--- src/rtl/seq_gen_if.sv ---
// Request/status bundle between a sequence-source controller and seq_gen.
// The master side drives the transfer request; the slave side is the serialiser.
interface seq_gen_if #(
   parameter int WIDTH = 16,
   parameter int CNT_W = 8
);
   logic             start;
   logic             mode;
   logic [WIDTH-1:0] pattern;
   logic [CNT_W-1:0] repeat_n;
   logic             abort;
   logic             outp;
   logic             out_valid;
   logic             busy;
   logic             done;
   logic [5:0]       bit_idx;

   modport master (
      output start, mode, pattern, repeat_n, abort,
      input  outp, out_valid, busy, done, bit_idx
   );

   modport slave (
      input  start, mode, pattern, repeat_n, abort,
      output outp, out_valid, busy, done, bit_idx
   );
endinterface

--- src/rtl/seq_gen.sv ---
// Serial test-sequence transmitter: emits a latched pattern LSB-first or a
// 16-bit Fibonacci LFSR stream, one bit per clock, with repeat passes and abort.
module seq_gen #(
   parameter int WIDTH = 16,
   parameter int CNT_W = 8
) (
   input  logic     clk,
   input  logic     rst,
   seq_gen_if.slave bus
);
   typedef enum logic [1:0] {IDLE, SHIFT, DONE} state_t;

   localparam logic [15:0] DEFAULT_SEED = 16'hACE1;
   localparam logic [5:0]  LAST_IDX     = 6'(WIDTH - 1);

   state_t           state_reg, state_next;
   logic [WIDTH-1:0] pattern_reg, pattern_next;
   logic [WIDTH-1:0] shift_reg, shift_next;
   logic             mode_reg, mode_next;
   logic [CNT_W-1:0] cnt_reg, cnt_next;
   logic [15:0]      lfsr_reg, lfsr_next;
   logic [5:0]       bit_idx_reg, bit_idx_next;
   logic             outp_reg, outp_next;
   logic             valid_reg, valid_next;
   logic             busy_reg, busy_next;
   logic             done_reg, done_next;

   logic [15:0]      seed;
   logic [15:0]      lfsr_step;

   // An all-zero seed would lock the LFSR, so it is substituted.
   assign seed      = (bus.pattern[15:0] == 16'h0000) ? DEFAULT_SEED : bus.pattern[15:0];
   assign lfsr_step = {lfsr_reg[0] ^ lfsr_reg[2] ^ lfsr_reg[3] ^ lfsr_reg[5], lfsr_reg[15:1]};

   always_ff @(posedge clk or negedge rst) begin
      if (!rst) begin
         state_reg   <= IDLE;
         pattern_reg <= '0;
         shift_reg   <= '0;
         mode_reg    <= 1'b0;
         cnt_reg     <= '0;
         lfsr_reg    <= '0;
         bit_idx_reg <= '0;
         outp_reg    <= 1'b0;
         valid_reg   <= 1'b0;
         busy_reg    <= 1'b0;
         done_reg    <= 1'b0;
      end else begin
         state_reg   <= state_next;
         pattern_reg <= pattern_next;
         shift_reg   <= shift_next;
         mode_reg    <= mode_next;
         cnt_reg     <= cnt_next;
         lfsr_reg    <= lfsr_next;
         bit_idx_reg <= bit_idx_next;
         outp_reg    <= outp_next;
         valid_reg   <= valid_next;
         busy_reg    <= busy_next;
         done_reg    <= done_next;
      end
   end

   always_comb begin
      state_next   = state_reg;
      pattern_next = pattern_reg;
      shift_next   = shift_reg;
      mode_next    = mode_reg;
      cnt_next     = cnt_reg;
      lfsr_next    = lfsr_reg;
      bit_idx_next = bit_idx_reg;
      outp_next    = 1'b0;
      valid_next   = 1'b0;
      done_next    = 1'b0;

      case (state_reg)
         IDLE: begin
            if (bus.start && !bus.abort) begin
               state_next   = SHIFT;
               pattern_next = bus.pattern;
               shift_next   = bus.pattern;
               mode_next    = bus.mode;
               cnt_next     = bus.repeat_n;
               lfsr_next    = seed;
               bit_idx_next = '0;
               valid_next   = 1'b1;
               outp_next    = bus.mode ? seed[0] : bus.pattern[0];
            end
         end

         SHIFT: begin
            if (bus.abort) begin
               state_next   = IDLE;
               bit_idx_next = '0;
            end else begin
               valid_next = 1'b1;
               // The LFSR free-runs across pass boundaries; only a new start reseeds it.
               if (mode_reg) lfsr_next = lfsr_step;
               if (bit_idx_reg == LAST_IDX) begin
                  if (cnt_reg != '0) begin
                     cnt_next     = cnt_reg - CNT_W'(1);
                     bit_idx_next = '0;
                     shift_next   = pattern_reg;
                     outp_next    = mode_reg ? lfsr_step[0] : pattern_reg[0];
                  end else begin
                     state_next   = DONE;
                     valid_next   = 1'b0;
                     done_next    = 1'b1;
                     bit_idx_next = '0;
                  end
               end else begin
                  bit_idx_next = bit_idx_reg + 6'd1;
                  shift_next   = shift_reg >> 1;
                  outp_next    = mode_reg ? lfsr_step[0] : shift_reg[1];
               end
            end
         end

         DONE: state_next = IDLE;

         default: state_next = IDLE;
      endcase
   end

   always_comb busy_next = (state_next != IDLE);

   assign bus.outp      = outp_reg;
   assign bus.out_valid = valid_reg;
   assign bus.busy      = busy_reg;
   assign bus.done      = done_reg;
   assign bus.bit_idx   = bit_idx_reg;
endmodule

--- src/flat_wrapper.sv ---
// flat-port wrapper written by rule: the top's interface ports become plain ports
module seq_gen_flat 
#(
   parameter int WIDTH = 16,
   parameter int CNT_W = 8
)
  (clk, rst, bus_start, bus_mode, bus_pattern, bus_repeat_n, bus_abort, bus_outp, bus_out_valid, bus_busy, bus_done, bus_bit_idx);
  seq_gen_if #(.WIDTH(WIDTH), .CNT_W(CNT_W)) bus_i ();
  input  logic clk;
  input  logic rst;
  input wire logic [$bits(bus_i.start)-1:0] bus_start;
  input wire logic [$bits(bus_i.mode)-1:0] bus_mode;
  input wire logic [$bits(bus_i.pattern)-1:0] bus_pattern;
  input wire logic [$bits(bus_i.repeat_n)-1:0] bus_repeat_n;
  input wire logic [$bits(bus_i.abort)-1:0] bus_abort;
  output wire logic [$bits(bus_i.outp)-1:0] bus_outp;
  output wire logic [$bits(bus_i.out_valid)-1:0] bus_out_valid;
  output wire logic [$bits(bus_i.busy)-1:0] bus_busy;
  output wire logic [$bits(bus_i.done)-1:0] bus_done;
  output wire logic [$bits(bus_i.bit_idx)-1:0] bus_bit_idx;
  assign bus_i.start = bus_start;
  assign bus_i.mode = bus_mode;
  assign bus_i.pattern = bus_pattern;
  assign bus_i.repeat_n = bus_repeat_n;
  assign bus_i.abort = bus_abort;
  assign bus_outp = bus_i.outp;
  assign bus_out_valid = bus_i.out_valid;
  assign bus_busy = bus_i.busy;
  assign bus_done = bus_i.done;
  assign bus_bit_idx = bus_i.bit_idx;
  seq_gen #(.WIDTH(WIDTH), .CNT_W(CNT_W)) u_core (.clk(clk), .rst(rst), .bus(bus_i));
endmodule
--- config.mk ---
export PLATFORM = sky130hd
export DESIGN_NAME = seq_gen_flat
export DESIGN_NICKNAME = d
export VERILOG_FILES = /design/src/rtl/seq_gen_if.sv /design/src/rtl/seq_gen.sv /design/src/flat_wrapper.sv
export SDC_FILE = /design/constraint.sdc
export NUM_CORES = 1
export LEC_CHECK = 0
export ABC_AREA = 1
export ABC_CLOCK_PERIOD_IN_PS = 4400
export CORE_UTILIZATION = 50
export DETAILED_ROUTE_END_ITERATION = 10
export PLACE_DENSITY = 0.7
export SLEW_MARGIN = 30
export SYNTH_ARGS = -nofsm -noshare
export SYNTH_HDL_FRONTEND = slang
export SYNTH_SLANG_ARGS = --single-unit
--- constraint.sdc ---
create_clock -name clk -period 4.4 [get_ports clk]
set_input_delay 0.66 -clock clk [delete_from_list [all_inputs] [get_ports clk]]
set_output_delay 0.66 -clock clk [all_outputs]
set_load 0.02 [all_outputs]
==> Word level (Yosys, flattened, before mapping) <==
Index checks and enable logic that the tools add are counted.
{ "op_classes": {"add_sub_neg": 2, "n_bitwise": 3, "eq_ne": 8, "mux": 41, "n_reduce_logical": 12} }
{ "ops": {"columns": ["cell", "n"], "rows": [
  ["two-way mux 16 bit", 8],
  ["case mux 16 bit (2 select lines)", 2],
  ["two-way mux 8 bit", 4],
  ["two-way mux 6 bit", 3],
  ["logical NOT 16 bit", 1],
  ["case mux 8 bit (2 select lines)", 1],
  ["two-way mux 1 bit", 15],
  ["case mux 6 bit (2 select lines)", 1],
  ["two-way mux 2 bit", 4],
  ["!= test 2 x 1 -> 1 bit (second input constant)", 4],
  ["AND reduction 4 bit", 2],
  ["nonzero test 8 bit", 1],
  ["subtractor 8 x 1 -> 8 bit (second input constant)", 1],
  ["adder 6 x 1 -> 6 bit (second input constant)", 1],
  ["== test 6 x 4 -> 1 bit (second input constant)", 1],
  ["AND reduction 5 bit", 1],
  ["case mux 1 bit (2 select lines)", 2],
  ["case mux 2 bit (2 select lines)", 1],
  ["AND reduction 2 bit", 2],
  ["nonzero test 2 bit", 2],
  ["!= test 3 bit (second input constant)", 1],
  ["XOR 1 bit", 3],
  ["== test 2 x 1 -> 1 bit (second input constant)", 1],
  ["logical NOT 2 bit", 1],
  ["other kinds (3)", 3]
]} }
{ "word_totals": {"output_inout_bits": 10, "register_bits": 69, "elab_cells": 77, "inputBits": 29} }

==> Logic depth before layout (Yosys ltp) <==
{ "logic_depth": {"ltp_word": 6, "mapped_depth": 10, "mapped_depth_nobuf": 10} }

==> Worst setup path before layout <==
OpenSTA, ideal clock, no wires.
{ "synth_timing": {"path_type": "register -> register", "start": "reg u_core.bit_idx_reg[0] (netlist: u_core.bus.bit_idx[0])", "end": "reg u_core.cnt_reg[1]", "path_stages_with_launch": 10, "path_buffers": 1, "path_slack_ns": 2.755, "t_required_ns": 4.277, "setup_ns": 0.123, "arrival_time_ns": 1.521, "period_less_slack_ns": 1.645, "cell_sequence": "dfrtp_1 -> ha_1 -> nand3_2 -> nor2_8 -> nand2_2 -> nand2_1 -> nand3_2 -> buf_6 -> nand2_1 -> o21ai_2"} }
{ "synth_via": {"elab_chain_cells": 3} }
{ "synth_lines": {"columns": ["item", "line_no", "rtl"], "rows": [
  ["start, declared", "seq_gen.sv:22", "logic [5:0] bit_idx_reg, bit_idx_next;"],
  ["start signal, assigned", "seq_gen.sv:55", "bit_idx_reg <= bit_idx_next;"],
  ["== test 6 x 4 -> 1 bit", "seq_gen.sv:98", "if (bit_idx_reg == LAST_IDX) begin"],
  ["!= test 2 x 1 -> 1 bit (no source line)", null, null],
  ["AND reduction 5 bit (no source line)", null, null],
  ["end signal, assigned", "seq_gen.sv:53", "cnt_reg <= cnt_next;"],
  ["end, declared", "seq_gen.sv:20", "logic [CNT_W-1:0] cnt_reg, cnt_next;"]
]} }
No other way between the ends.
A chain may end at the register's enable or synchronous reset.

==> Final worst setup path <==
{ "layout_timing": {"start": "reg u_core.state_reg[1]", "end": "reg u_core.lfsr_reg[3]"} }
{ "layout_via": {"elab_chain_cells": 3, "elab_cells_between_ends": 8, "classes_between": "eq/ne (4); mux (1); reduce/logical (3)"} }
{ "layout_lines": {"columns": ["item", "line_no", "rtl"], "rows": [
  ["start, declared", "seq_gen.sv:16", "state_t state_reg, state_next;"],
  ["start signal, assigned", "seq_gen.sv:49", "state_reg <= state_next;"],
  ["== test 2 x 1 -> 1 bit or logical NOT 2 bit (tied branches)", "seq_gen.sv:75", "case (state_reg)"],
  ["!= test 2 x 1 -> 1 bit (no source line), or another cell as far along", null, null],
  ["AND reduction 4 bit (no source line)", null, null],
  ["end signal, assigned", "seq_gen.sv:54", "lfsr_reg <= lfsr_next;"],
  ["end, declared", "seq_gen.sv:21", "logic [15:0] lfsr_reg, lfsr_next;"]
]} }
Parallel ways exist; a longest one is shown, timed or not.

==> results.md <==
* CP Launch Type: flop
* Total power at 1.99 mW
* Crit path from: u_core.state_reg[1]
* Ratio of final minimum period to clock period at 52.0%
* Synth area leaders: dfrtp_1, nand2_1, inv_1
* Placement row count at 31
* Crit. End Element: flop
* Sequential fraction of the synthesis area at 44.5%
* Average routed wire per standard cell at 12.4 um
* Number of gates resized after CTS at 0
* Antenna violation net count after detailed routing at 0
* RD Place Congestion at 0.864
* Starting Density at 52.1%
* Number of remaining DRC errors at 0
* Num ports at 39
* Most frequent cell after synthesis: nand2_1
* Reg-to-reg critical path startpoint: u_core.state_reg[1]
* Die area at 8000 sq um
* CTS tree: done
* Skew final at 0.00788 ns
* Slew @ Worst Pin at 0.731 ns
* WHS at 0.350 ns
* Vias after detailed routing at 3318
* Placed cell area at 4240 sq um
* Clock-pin slew on the worst setup and hold paths at 0.07 ns
* Largest net degree at the start of global routing at 45
* Post-CTS setup buffer count at 0
* Die height at 89.4 um
* H-tree levels at 3
* Avg Inst Size Synth at 7.24 sq um
* Worst Path Required at 4.60 ns
* Top cells by instance count after synthesis: nand2_1, inv_1, dfrtp_1, nor2_1, o21ai_0
* Cells after Synth at 528
* RSZ-0062 raised after global routing: false
* Clk Latency, worst-skew pair at 0.33 ns
* Arr. time, crit path at 2.49 ns
* Length of the first detailed-routing pass in iterations at 5
* Mapped cell area at 3820 sq um
* Port Buffers at 38
* Initial drt markers at 200
* Ys flop type: dfrtp_1
* Power Dens Cells at 448 nW/um^2
* Warnings from Yosys at 0
* Syn_nets at 560
* Slew HR at 51.2%
* Final setup TNS at 0 ns
* Final non-filler cell total at 665
* Root Driver: clkbuf_8
* Die X at 89.4 um
* Worst reg-to-reg path cell count at 8
* CTS sink cnt at 68
* Synthesized flop and latch total at 68
* Final min period at 2.29 ns
* Post-Route WL at 8250 um
* Max-Cap Viols at 0
* Layout area overhead at 16.4%
* Number of global-route vias before repair at 2979
* Layout net count at 595
* Hold Path Class: input port to async pin
* Fin area at 4450 sq um
* Grt total ovfl at 0
* Area share of the largest cell type after synthesis at 44.5%
* Worst vdd ir at 216 uV
* Cts bufs inserted at 9
* DP Wirelength at 5930 um
* Fill cells at 670
* ANT cells at 0
* Max Fclk at 437 MHz
* CP max FO at 44
* Core area at 7330 sq um
* WS Path Type: flop to flop
* Max clock buf depth at 2
* CTS Hold Buffers Added at 0
* Dpl cells at 651
* Final Hold Viols at 0
* Slew Limit Fails at 0
* Leading area contributor after synthesis: dfrtp_1
* Outcome: complete, no violations
* Fraction of registers with async set or reset after synthesis at 100%
* Global Route Usage Sum at 23.0%
* Initial antenna violation count at 0
* Setup violators final at 0
* Layout cells sized above 1 at 7.95%
* Via density at 4.99
* EDFF count, synth at 0
* First-pass GRT wire length at 13900 um
* Leakage at 2.34 nW
* Count of different cell masters after synthesis at 30
## cell usage in the layout (no fill, tap or decap), drive strengths merged
master         count
nand4              1
nand2            168
a22o               1
bufinv             1
nor2              65
clkdlybuf4s50     37
xnor2              2
clkbuf            13
a21oi              1
xor2               1
o21ai             56
nor3               6
mux2i              1
o22ai              1
a21boi             7
o21bai             7
nand3             33
inv               91
buf                3
dfrtp             68
ha                 3
## power breakdown
part | internal, mW | switching [mW]
Combinational | 0.224 | 0.356
Sequential | 0.775 | 0.0935
Clock | 0.318 | 0.225
## worst paths after layout
check	endpoint	slack, ns
worst min register to register	u_core.lfsr_reg[1]	0.48
max in group asynchronous	u_core.pattern_reg[14]	3.08
min in group clk	u_core.lfsr_reg[1]	0.48
worst max-delay path	u_core.lfsr_reg[3]	2.11
worst min-delay path	u_core.shift_reg[11]	0.35
worst max register to register	u_core.lfsr_reg[3]	2.11
## metrics by stage
stage	utilization, %	setup WS (ns)
after floorplan	-	2.76
after global placement	57.8	1.86
after detailed placement	57.8	1.84
after CTS	60.7	2.09
after global routing	60.7	1.86
final	60.7	2.11
## critical path, stage by stage, from the launching register on
cell and delay, ns:
dfrtp_1 0.41, inv_2 0.08, nand2_4 0.17, inv_2 0.60
nand2_1 0.14, nand3_2 0.31, inv_2 0.18, o21ai_0 0.11
o21ai_0 0.12
## area by class of cell
class / instances / area (sq um) / area share, %
clock buffers: 13 / 179 / 4.02
clock inverters: 1 / 30.0 / 0.675
inverters: 91 / 342 / 7.68
multi-input cells: 353 / 1680 / 37.8
flip-flops and latches: 68 / 1700 / 38.3
well taps: 99 / 124 / 2.79
repair buffers: 40 / 390 / 8.78
## kinds of logic (layout without fill, tap and decap cells)
logic type / Yosys count / after routing / synth area share (%)
flops: 68 / 68 / 44.5
fa+ha+maj: 3 / 3 / 0.982
buf+inv: 107 / 145 / 11.5
compound gates: 73 / 73 / 11.7
xor+xnor: 3 / 3 / 0.688
mux: 1 / 1 / 0.262
simple gates: 273 / 273 / 30.4
## layer usage
layer / up-vias / track usage, % / share of wire [%]
li1: 1684 / - / -
met1: 1564 / 33.3 / 51
met2: 61 / 36.0 / 45
met3: 9 / 3.32 / 2.9
met4: 0 / 6.49 / 1.1
met5: - / 0 / 0
(Power assumes the default switching activity.)
